$ cat src/rtl/mem_arbiter_if.sv
// mem_arbiter_if: the requester-side and memory-side buses of the N-port
// L1/L2 arbiter, bundled together.
//   req_*  : N_REQ requesters (packed address/wdata, broadcast rdata,
//            one-hot resp)
//   mem_*  : the single downstream L2 port
// Modports:
//   slave  : the arbiter's view
//   master : the environment's view (requesters plus memory)
interface mem_arbiter_if #(
    parameter int N_REQ = 2,
    parameter int WIDTH = 256
);
    logic [N_REQ-1:0]       req_read;
    logic [N_REQ-1:0]       req_write;
    logic [N_REQ*32-1:0]    req_address;
    logic [N_REQ*WIDTH-1:0] req_wdata;
    logic [WIDTH-1:0]       req_rdata;
    logic [N_REQ-1:0]       req_resp;
    logic                   mem_read;
    logic                   mem_write;
    logic [31:0]            mem_address;
    logic [WIDTH-1:0]       mem_wdata;
    logic [WIDTH-1:0]       mem_rdata;
    logic                   mem_resp;

    modport slave (
        input  req_read, req_write, req_address, req_wdata, mem_rdata, mem_resp,
        output req_rdata, req_resp, mem_read, mem_write, mem_address, mem_wdata
    );

    modport master (
        output req_read, req_write, req_address, req_wdata, mem_rdata, mem_resp,
        input  req_rdata, req_resp, mem_read, mem_write, mem_address, mem_wdata
    );
endinterface

$ cat src/rtl/mem_arbiter.sv
// mem_arbiter: serialises line reads/writes from N_REQ L1 requesters onto one
// L2 port. The policy is fixed priority (MODE=0, lowest index wins) or
// round-robin (MODE=1). The block also counts IDLE cycles that see two or
// more pending requests.
// Ports:
//   clk, reset_n   : clock, asynchronous active-low reset
//   bus            : mem_arbiter_if.slave (requester and memory buses)
//   conflict_count : saturating contention counter
module mem_arbiter #(
    parameter int N_REQ = 2,
    parameter int WIDTH = 256,
    parameter int MODE  = 0
) (
    input  logic               clk,
    input  logic               reset_n,
    mem_arbiter_if.slave       bus,
    output logic [31:0]        conflict_count
);
    localparam int IW = (N_REQ > 1) ? $clog2(N_REQ) : 1;

    localparam logic [0:0] S_IDLE = 1'b0;
    localparam logic [0:0] S_BUSY = 1'b1;

    logic [0:0]       state_q, state_d;
    logic [IW-1:0]    grant_q, grant_d;
    logic [IW-1:0]    last_q, last_d;
    logic             rd_q, rd_d, wr_q, wr_d;
    logic [31:0]      addr_q, addr_d;
    logic [WIDTH-1:0] wdata_q, wdata_d;
    logic [31:0]      conflict_q, conflict_d;

    logic [N_REQ-1:0] pend;
    logic             found;
    int               win;
    int               pcnt;
    int               idx;

    assign pend = bus.req_read | bus.req_write;

    // Winner selection and pending-request count.
    always_comb begin
        win   = 0;
        found = 1'b0;
        pcnt  = 0;
        idx   = 0;
        for (int i = 0; i < N_REQ; i++) begin
            if (pend[i]) pcnt = pcnt + 1;
        end
        if (MODE == 0) begin
            for (int i = N_REQ - 1; i >= 0; i--) begin
                if (pend[i]) begin
                    win   = i;
                    found = 1'b1;
                end
            end
        end else begin
            // Search starts one past the last grant and wraps. The last
            // step revisits last_q itself, so a lone requester keeps winning.
            for (int k = 1; k <= N_REQ; k++) begin
                idx = (int'(last_q) + k) % N_REQ;
                if (!found && pend[idx]) begin
                    win   = idx;
                    found = 1'b1;
                end
            end
        end
    end

    always_comb begin
        state_d    = state_q;
        grant_d    = grant_q;
        last_d     = last_q;
        rd_d       = rd_q;
        wr_d       = wr_q;
        addr_d     = addr_q;
        wdata_d    = wdata_q;
        conflict_d = conflict_q;
        case (state_q)
            S_IDLE: begin
                if (pcnt >= 2 && conflict_q != 32'hFFFF_FFFF)
                    conflict_d = conflict_q + 32'd1;
                if (found) begin
                    grant_d = IW'(win);
                    last_d  = IW'(win);
                    // A read and a write on the same port are treated as a write.
                    wr_d    = bus.req_write[win];
                    rd_d    = ~bus.req_write[win];
                    addr_d  = bus.req_address[32*win +: 32];
                    wdata_d = bus.req_wdata[WIDTH*win +: WIDTH];
                    state_d = S_BUSY;
                end
            end
            default: begin
                if (bus.mem_resp) begin
                    rd_d    = 1'b0;
                    wr_d    = 1'b0;
                    state_d = S_IDLE;
                end
            end
        endcase
    end

    always_ff @(posedge clk or negedge reset_n) begin
        if (!reset_n) begin
            state_q    <= S_IDLE;
            grant_q    <= '0;
            last_q     <= IW'(N_REQ - 1);
            rd_q       <= 1'b0;
            wr_q       <= 1'b0;
            addr_q     <= '0;
            wdata_q    <= '0;
            conflict_q <= '0;
        end else begin
            state_q    <= state_d;
            grant_q    <= grant_d;
            last_q     <= last_d;
            rd_q       <= rd_d;
            wr_q       <= wr_d;
            addr_q     <= addr_d;
            wdata_q    <= wdata_d;
            conflict_q <= conflict_d;
        end
    end

    assign bus.mem_read    = rd_q;
    assign bus.mem_write   = wr_q;
    assign bus.mem_address = addr_q;
    assign bus.mem_wdata   = wdata_q;
    assign bus.req_rdata   = bus.mem_rdata;
    assign bus.req_resp    = (state_q == S_BUSY && bus.mem_resp)
                             ? ({{(N_REQ-1){1'b0}}, 1'b1} << grant_q) : '0;
    assign conflict_count  = conflict_q;
endmodule
$ cat src/flat_wrapper.sv
// flat-port wrapper written by rule: the top's interface ports become plain ports
module mem_arbiter_flat 
#(
    parameter int N_REQ = 2,
    parameter int WIDTH = 256,
    parameter int MODE  = 0
)
  (clk, reset_n, conflict_count, bus_req_read, bus_req_write, bus_req_address, bus_req_wdata, bus_mem_rdata, bus_mem_resp, bus_req_rdata, bus_req_resp, bus_mem_read, bus_mem_write, bus_mem_address, bus_mem_wdata);
  mem_arbiter_if #(.N_REQ(N_REQ), .WIDTH(WIDTH)) bus_i ();
  input  logic clk;
  input  logic reset_n;
  output logic [31:0] conflict_count;
  input wire logic [$bits(bus_i.req_read)-1:0] bus_req_read;
  input wire logic [$bits(bus_i.req_write)-1:0] bus_req_write;
  input wire logic [$bits(bus_i.req_address)-1:0] bus_req_address;
  input wire logic [$bits(bus_i.req_wdata)-1:0] bus_req_wdata;
  input wire logic [$bits(bus_i.mem_rdata)-1:0] bus_mem_rdata;
  input wire logic [$bits(bus_i.mem_resp)-1:0] bus_mem_resp;
  output wire logic [$bits(bus_i.req_rdata)-1:0] bus_req_rdata;
  output wire logic [$bits(bus_i.req_resp)-1:0] bus_req_resp;
  output wire logic [$bits(bus_i.mem_read)-1:0] bus_mem_read;
  output wire logic [$bits(bus_i.mem_write)-1:0] bus_mem_write;
  output wire logic [$bits(bus_i.mem_address)-1:0] bus_mem_address;
  output wire logic [$bits(bus_i.mem_wdata)-1:0] bus_mem_wdata;
  assign bus_i.req_read = bus_req_read;
  assign bus_i.req_write = bus_req_write;
  assign bus_i.req_address = bus_req_address;
  assign bus_i.req_wdata = bus_req_wdata;
  assign bus_i.mem_rdata = bus_mem_rdata;
  assign bus_i.mem_resp = bus_mem_resp;
  assign bus_req_rdata = bus_i.req_rdata;
  assign bus_req_resp = bus_i.req_resp;
  assign bus_mem_read = bus_i.mem_read;
  assign bus_mem_write = bus_i.mem_write;
  assign bus_mem_address = bus_i.mem_address;
  assign bus_mem_wdata = bus_i.mem_wdata;
  mem_arbiter #(.N_REQ(N_REQ), .WIDTH(WIDTH), .MODE(MODE)) u_core (.clk(clk), .reset_n(reset_n), .bus(bus_i), .conflict_count(conflict_count));
endmodule
$ cat config.mk
export PLATFORM = sky130hd
export DESIGN_NAME = mem_arbiter_flat
export DESIGN_NICKNAME = d
export VERILOG_FILES = /design/src/rtl/mem_arbiter_if.sv /design/src/rtl/mem_arbiter.sv /design/src/flat_wrapper.sv
export SDC_FILE = /design/constraint.sdc
export NUM_CORES = 1
export LEC_CHECK = 0
export ABC_AREA = 1
export CORE_AREA = 8 8 542 544
export CTS_CLUSTER_SIZE = 25
export DETAILED_ROUTE_END_ITERATION = 16
export DIE_AREA = 0 0 550 552
export PLACE_DENSITY = 0.3
export SKIP_LAST_GASP = 1
export SLEW_MARGIN = 20
export SYNTH_ARGS = -nofsm -noshare
export SYNTH_HDL_FRONTEND = slang
export SYNTH_SLANG_ARGS = --single-unit
$ cat constraint.sdc
create_clock -name clk -period 1.6 [get_ports clk]
set_input_delay 0.32 -clock clk [delete_from_list [all_inputs] [get_ports clk]]
set_output_delay 0.32 -clock clk [all_outputs]
set_load 0.01 [all_outputs]
==> impl_metrics.py, run 1 <==
metrics = {
    "outcome": {
        "status": "finished, violations left",
        "violations": "setup timing",
    },
    "synthesis": {
        "synth_cell_type_count": 28,
        "syn_nets": 3027,
        "async_flop_share_pct": 100.0,
        "synth_ff_type": "dfrtp_1",
        "syn-mean-instance-area_um2": 7.872,
        "syn_area_um2": 17220,
        "syn-instance-count": 2187,
        "seq_area_frac_synth_pct": 47.09,
        "yosysWarnings": 0,
        "synth-edff-count": 0,
        "synth-seq-cells": 324,
    },
    "sta": {
        "setup_viol": 357,
        "fin_ws_ps": -219.7,
        "fin_skew_ps": 65.26,
        "finalCritPeriodShare_pct": 113.7,
        "period_needed_ps": 1820,
        "relSlewSlack_pct": 60.23,
        "hold_violations": 0,
        "fmax_mhz": 549.5,
        "tightestPinTransition_ps": 596.6,
        "whs_ps": 179.3,
        "drv_slew": 0,
        "rsz0062_at_grt": "yes",
    },
    "critical_path": {
        "cp_num_buf_inv": 4,
        "arrival_ps": 2370,
        "slowest_delay_ps": 460,
        "start_kind": "input port",
        "critPathKind": "input port to flip-flop",
        "cpMaxStageDelayCell": "clkdlybuf4s50_1",
        "worst-path-stages": 8,
        "path_max_fanout": 56,
        "crit_family": "buffers and inverters",
        "crit_chain": "clkdlybuf4s50_1, nor2_2, nor3_4, buf_12, buf_12, buf_4, o21ai_0, o21ai_1",
        "required_ps": 2150,
        "crit_path_end_kind": "flip-flop",
        "reg2reg_depth": 6,
        "cp_common_cell": "buf_12",
    },
    "floorplan": {
        "core_area_um2": 285900,
        "die_x_um": 550,
        "dieArea_um2": 303600,
        "io_pins": 1419,
        "dieHeight_um": 552,
        "fp-row-count": 197,
        "start_util_pct": 6.021,
    },
    "pwr": {
        "pwr-share-seq_pct": 28.1,
        "p_leak_nw": 13.85,
        "clkPwrFrac_pct": 21.0,
        "power_frac_comb_pct": 50.9,
        "p_total_mw": 56.42,
        "p_int_mw": 32.75,
        "ir_worst_vdd_mv": 0.6821,
        "swShare_pct": 41.94,
        "netSwitchingPower_mw": 23.66,
        "power_density_nw_per_um2": 1640,
    },
    "grt": {
        "grt_max_degree": 57,
        "grt_pass1_vias": 20348,
        "antenna_found_initial": 121,
        "grt_pass1_wl_um": 212700,
        "grtUsageTotal_pct": 10.53,
        "globalRouteOverflowTotal": 0,
    },
    "final_layout": {
        "synthToLayoutAreaGrowth_pct": 99.83,
        "multi_input_area_um2": 6643,
        "fin_nets": 3977,
        "layout_commonest_cell": "clkdlybuf4s50_1",
        "fillers": 32993,
        "final-seq-area_um2": 8154,
        "final_area_um2": 34400,
        "mostFrequentLayoutCells": "clkdlybuf4s50_1, nand2_1, o21ai_0",
        "layout-drive-gt1-share_pct": 27.82,
    },
    "clock_tree": {
        "cts_max_path_buffers": 3,
        "cts.sinks": 324,
        "cts_root_buffer": "clkbuf_16",
        "clock_latency_ps": 710,
        "path_clk_slew_ps": 60,
        "htreeDepth": 2,
        "cts_buffers": 53,
        "cts_tree": "built",
    },
    "run": {
        "maxCapViolations": 0,
    },
    "placement": {
        "place_area_um2": 31070,
        "dpl_worst_slack_ps": -978.3,
        "port_buffers": 906,
        "place_congestion": 0.8174,
        "dp_hpwl_um": 141700,
    },
    "route": {
        "ant_nets": 0,
        "vias": 19643,
        "wl_per_cell_um": 24.48,
        "wl_um": 170500,
        "first_pass_iters": 5,
        "drc_errors": 0,
        "drt-initial-drc-count": 1237,
        "via_per_inst": 2.820,
    },
    "hold_path": {
        "hp-class": "input port to asynchronous set/reset pin",
    },
}
[cells by family (layout without fill, tap and decap cells)]
kind of cell | Yosys count | after routing | share of synthesized area (%)
DFF | 324 | 324 | 47.09
other | 0 | 7 | 0
and+or+nand+nor | 852 | 852 | 19.54
buffers and inverters | 413 | 1403 | 15.61
AOI/OAI and AO/OA | 583 | 583 | 16.97
xor gates and xnor gates | 14 | 14 | 0.7122
adders and majority gates | 1 | 1 | 0.07266
[through the flow]
| stage | instances | setup TNS, ps | util [%] |
|---|---|---|---|
| global placement | 6736 | -232530 | 10.87 |
| detailed placement | 6736 | -224010 | 10.87 |
| floorplan | 2187 | 0 | - |
| global route | 6959 | -64620 | 12.03 |
| CTS | 6932 | -62860 | 11.76 |
| finish | 6965 | -25560 | 12.03 |
[layout make-up]
class,count,share of cell area [%]
Antenna cell,7,0.05092
Clock buffer,79,4.633
Clock inverter,16,0.3637
Inverter,22,0.3419
Multi-Input combinational cell,1450,19.31
Sequential cell,324,23.70
Tap cell,3781,13.75
Timing Repair Buffer,1286,37.85
[registers in the layout (all words and copies together) (netlist names)]
name,count
u_core.bus.mem_write,1
u_core.state_q,1
u_core.bus.mem_wdata,256
u_core.bus.mem_read,1
u_core.conflict_count,32
u_core.grant_q,1
u_core.bus.mem_address,32
[worst paths after layout]
kind,from,endpoint,slack [ps]
max in group asynchronous,reset_n,u_core.conflict_count[5]$_DFFE_PN0P_,660
hold / removal,reset_n,u_core.bus.mem_wdata[183]$_DFFE_PN0P_,180
hold reg to reg,u_core.bus.mem_wdata[232]$_DFFE_PN0P_,u_core.bus.mem_wdata[232]$_DFFE_PN0P_,480
setup reg to reg,u_core.state_q$_DFF_PN0_,u_core.bus.mem_wdata[36]$_DFFE_PN0P_,-170
min in group clk,bus_req_address[59],u_core.bus.mem_address[27]$_DFFE_PN0P_,210
setup / recovery,bus_req_write[1],u_core.bus.mem_wdata[60]$_DFFE_PN0P_,-220
[power groups by stage]
stage	Combinational [mW]	Sequential, mW	Clock, mW
floorplan	6.92	15.8	0
global placement	27.3	15.5	0
detailed placement	27.3	15.5	0
CTS	28.4	15.9	12.5
global route	31.1	16.3	12.7
finish	28.7	15.8	11.8
[Yosys cell counts, types with 2 or more instances]
cell type,n,area (µm²)
nor2_4,2,22.52
buf_6,4,45.04
buf_4,265,1989
nor3_1,3,15.01
xor2_1,8,70.07
nand3_1,16,80.08
nand4_1,12,75.07
nor2_2,4,25.02
nor2_1,342,1284
inv_1,21,78.83
nand2_4,2,22.52
clkbuf_2,10,50.05
o21ai_0,377,1887
clkbuf_1,34,127.6
buf_2,78,390.4
nand2_2,4,25.02
xnor2_1,6,52.55
o21ai_1,204,1021
nand2_1,457,1715
dfrtp_1,324,8108
nand3b_1,7,52.55
[metal layers]
| metal | track usage [%] | up-vias | share of wire, % |
|---|---|---|---|
| met3 | 4.976 | 367 | 11 |
| li1 | - | 8814 | - |
| met2 | 15.84 | 1091 | 42 |
| met1 | 13.49 | 9297 | 44 |
| met4 | 2.627 | 74 | 2.9 |
| met5 | 0 | - | 0.27 |
[what timing repair did]
| action | CTS | global route |
|---|---|---|
| pin swaps | 1 | 17 |
| endpoints found under the hold margin | 199 | 0 |
| resized for setup | 1543 | 92 |
| gates cloned | 2 | 14 |
| hold buffers | 1 | 0 |
| setup endpoints to repair | 639 | 576 |
| setup buffers | 99 | 13 |
Power figures use the tool's default switching activity.
==> run 2: changes to the inputs <==
--- a/config.mk
+++ b/config.mk
@@ -5,11 +5,12 @@
 export SDC_FILE = /design/constraint.sdc
 export NUM_CORES = 1
 export LEC_CHECK = 0
-export ABC_AREA = 1
-export CORE_AREA = 8 8 542 544
+export ABC_AREA = 0
+export CORE_AREA = 8 8 548 550
 export CTS_CLUSTER_SIZE = 25
 export DETAILED_ROUTE_END_ITERATION = 16
-export DIE_AREA = 0 0 550 552
+export DIE_AREA = 0 0 556 558
+export DONT_BUFFER_PORTS = 1
 export PLACE_DENSITY = 0.3
 export SKIP_LAST_GASP = 1
 export SLEW_MARGIN = 20
==> impl_metrics.py, run 2 <==
metrics = {
    "critical_path": {
        "path_max_fanout": 8,
        "crit_path_end_kind": "flip-flop",
        "crit_family": "buffers and inverters",
        "slowest_delay_ps": 400,
        "arrival_ps": 2420,
        "start_kind": "flip-flop",
        "critPathKind": "flip-flop to flip-flop",
        "crit_chain": "buf_12, buf_6, a21o_4, buf_12, buf_16, buf_8, clkbuf_16, nand2_1, o21ai_1",
        "cp_num_buf_inv": 6,
        "cpMaxStageDelayCell": "dfrtp_1",
        "required_ps": 2160,
        "cp_common_cell": "buf_12",
    },
    "grt": {
        "globalRouteOverflowTotal": 0,
        "antenna_found_initial": 153,
        "grt_pass1_wl_um": 190400,
        "grt_pass1_vias": 16329,
        "grtUsageTotal_pct": 9.495,
        "grt_max_degree": 325,
    },
    "synthesis": {
        "yosys.cell_count.top_type": "dfrtp_1",
        "synth-seq-cells": 324,
        "synth.top_cells.by_count": "dfrtp_1, nand2_1, o21ai_0, mux2i_1, buf_4",
        "syn-mean-instance-area_um2": 10.05,
        "syn-instance-count": 1667,
        "yosys.area.top_type_share_pct": 48.40,
        "syn_area_um2": 16750,
        "async_flop_share_pct": 100.0,
        "synth_ff_type": "dfrtp_1",
        "yosysWarnings": 0,
        "syn_nets": 2507,
        "seq_area_frac_synth_pct": 48.40,
        "synth-edff-count": 0,
        "synth_cell_type_count": 38,
        "yosys.area.top_type": "dfrtp_1",
        "netlist_top_cells_area": "dfrtp_1, mux2i_1, buf_4",
    },
    "run": {
        "maxCapViolations": 0,
    },
    "route": {
        "drc_errors": 0,
        "vias": 15623,
        "wl_per_cell_um": 25.28,
        "drt-initial-drc-count": 737,
        "wl_um": 156100,
        "via_per_inst": 2.530,
        "ant_nets": 0,
        "first_pass_iters": 5,
    },
    "sta": {
        "fin_ws_ps": -258.5,
        "relSlewSlack_pct": 19.24,
        "hold_violations": 324,
        "period_needed_ps": 1858,
        "whs_ps": -652.2,
        "finalCritPeriodShare_pct": 116.2,
        "rsz0062_at_grt": "yes",
        "setup_viol": 312,
        "drv_slew": 0,
        "fmax_mhz": 538.1,
        "fin_tns_setup_ps": -48320,
        "tightestPinTransition_ps": 1211,
        "fin_skew_ps": 23.42,
    },
    "clock_tree": {
        "path_clk_slew_ps": 60,
        "clock_latency_ps": 690,
        "cts_buffers": 48,
        "cts_max_path_buffers": 3,
        "cts_tree": "built",
        "htreeDepth": 2,
        "ctsHoldBuffers": 569,
        "cts_root_buffer": "clkbuf_16",
        "cts.sinks": 324,
    },
    "floorplan": {
        "dieArea_um2": 310200,
        "die_x_um": 556,
        "fp-row-count": 199,
        "core_area_um2": 292100,
        "dieHeight_um": 558,
        "start_util_pct": 5.735,
        "io_pins": 1419,
    },
    "placement": {
        "dp_hpwl_um": 125700,
        "place_congestion": 0.8533,
        "post-place-cells": 5407,
        "port_buffers": 0,
    },
    "hold_path": {
        "hp-class": "input port to asynchronous set/reset pin",
    },
    "final_layout": {
        "fin_nets": 3025,
        "mostFrequentLayoutCells": "dlygate4sd3_1, mux2i_1, nand2_1",
        "stdcell_count": 6174,
        "synthToLayoutAreaGrowth_pct": 82.95,
        "largest_register_ffs": 256,
        "fillers": 33498,
        "layout-drive-gt1-share_pct": 22.61,
        "layout_commonest_cell": "dlygate4sd3_1",
    },
    "outcome": {
        "status": "finished, violations left",
        "violations": "hold timing, setup timing",
    },
    "pwr": {
        "ir_worst_vdd_mv": 0.7534,
        "power_density_nw_per_um2": 961.2,
        "p_leak_nw": 12.90,
    },
}
run 2: cell count changes after synthesis, sizes merged, moves of 13 or more:
cell / delta
mux2i: +288
buf: -57
inv: -17
clkbuf: +21
nand2: -160
o21ai: -291
nor2: -343
xnor2: +13
run 2: metal layers:
metal / vias to the layer above / track usage [%] / wire length, µm
met2: 1144 / 13.89 / 65910
met3: 509 / 6.002 / 21890
met5: - / 0 / 784
met1: 7282 / 10.40 / 58130
met4: 122 / 5.506 / 9350
li1: 6566 / - / -
run 2: metrics by stage:
step	setup WS [ps]	total power, mW	hold WS, ps	cell area, µm²	util (%)
finish	-258.5	29.46	-652.2	30650	10.49
global route	-346.5	31.29	-745.8	30620	10.48
CTS	-370.6	30.28	-796.5	30060	10.29
detailed placement	-689.1	16.37	36.68	20980	7.182
global placement	-634.6	16.33	36.67	20980	7.182
floorplan	-182.7	13.61	24.41	16800	-
run 2: final timing paths:
check                                                 startpoint                                     to  slack (ps)  cells past startpoint
max in group asynchronous                                reset_n   u_core.bus.mem_wdata[42]$_DFFE_PN0P_        1180                      0
min                                                      reset_n  u_core.conflict_count[23]$_DFFE_PN0P_        -650                      0
max                                     u_core.state_q$_DFF_PN0_  u_core.bus.mem_wdata[130]$_DFFE_PN0P_        -260                      9
min reg2reg                u_core.bus.mem_wdata[171]$_DFFE_PN0P_  u_core.bus.mem_wdata[171]$_DFFE_PN0P_         550                      2
max reg2reg                             u_core.state_q$_DFF_PN0_  u_core.bus.mem_wdata[130]$_DFFE_PN0P_        -260                      9
min in group clk                              bus_req_wdata[209]  u_core.bus.mem_wdata[209]$_DFFE_PN0P_         100                      3
run 2: cells by family after synthesis:
family                   count (synthesis)  synth area share [%]
adder cells (fa/ha/maj)                  1               0.07468
multiplexers                           289                 17.28
buffers and inverters                  360                 14.07
flip-flops                             324                 48.40
AO/OA/AOI/OAI                          302                 9.210
XOR/XNOR                                30                 1.569
AND/OR/NAND/NOR                        361                 9.397
run 2: repair_timing:
action	in CTS	in global routing
pin swaps	26	13
gates resized for setup	261	168
endpoints found under the setup margin	319	403
gates cloned	31	12
hold endpoints to repair	611	324
buffers inserted	31	7
run 2: cell type report:
class | instances | area, µm² | area share (%)
antenna | 35 | 87.58 | 0.2858
timing repair buffer | 822 | 9230 | 30.12
clock inverter | 14 | 107.6 | 0.3511
tap | 3919 | 4903 | 16.00
sequential | 324 | 8223 | 26.83
inverter | 5 | 18.77 | 0.06124
multi-input combinational | 984 | 6688 | 21.82
clock buffer | 71 | 1389 | 4.532
run 2: worst reg2reg max path, delay by kind of cell, from the launching register on:
kind	cells	cell delay [ps]
and+or+nand+nor	1	60
DFF	1	400
buffers and inverters	6	1000
AOI/OAI and AO/OA	2	290
run 2: power by group:
| part | switching [mW] | internal [mW] | leakage (nW) |
|---|---|---|---|
| clock network | 4.68 | 5.99 | 0.725 |
| registers | 2.69 | 9.66 | 3.90 |
| logic | 3.03 | 3.41 | 8.27 |
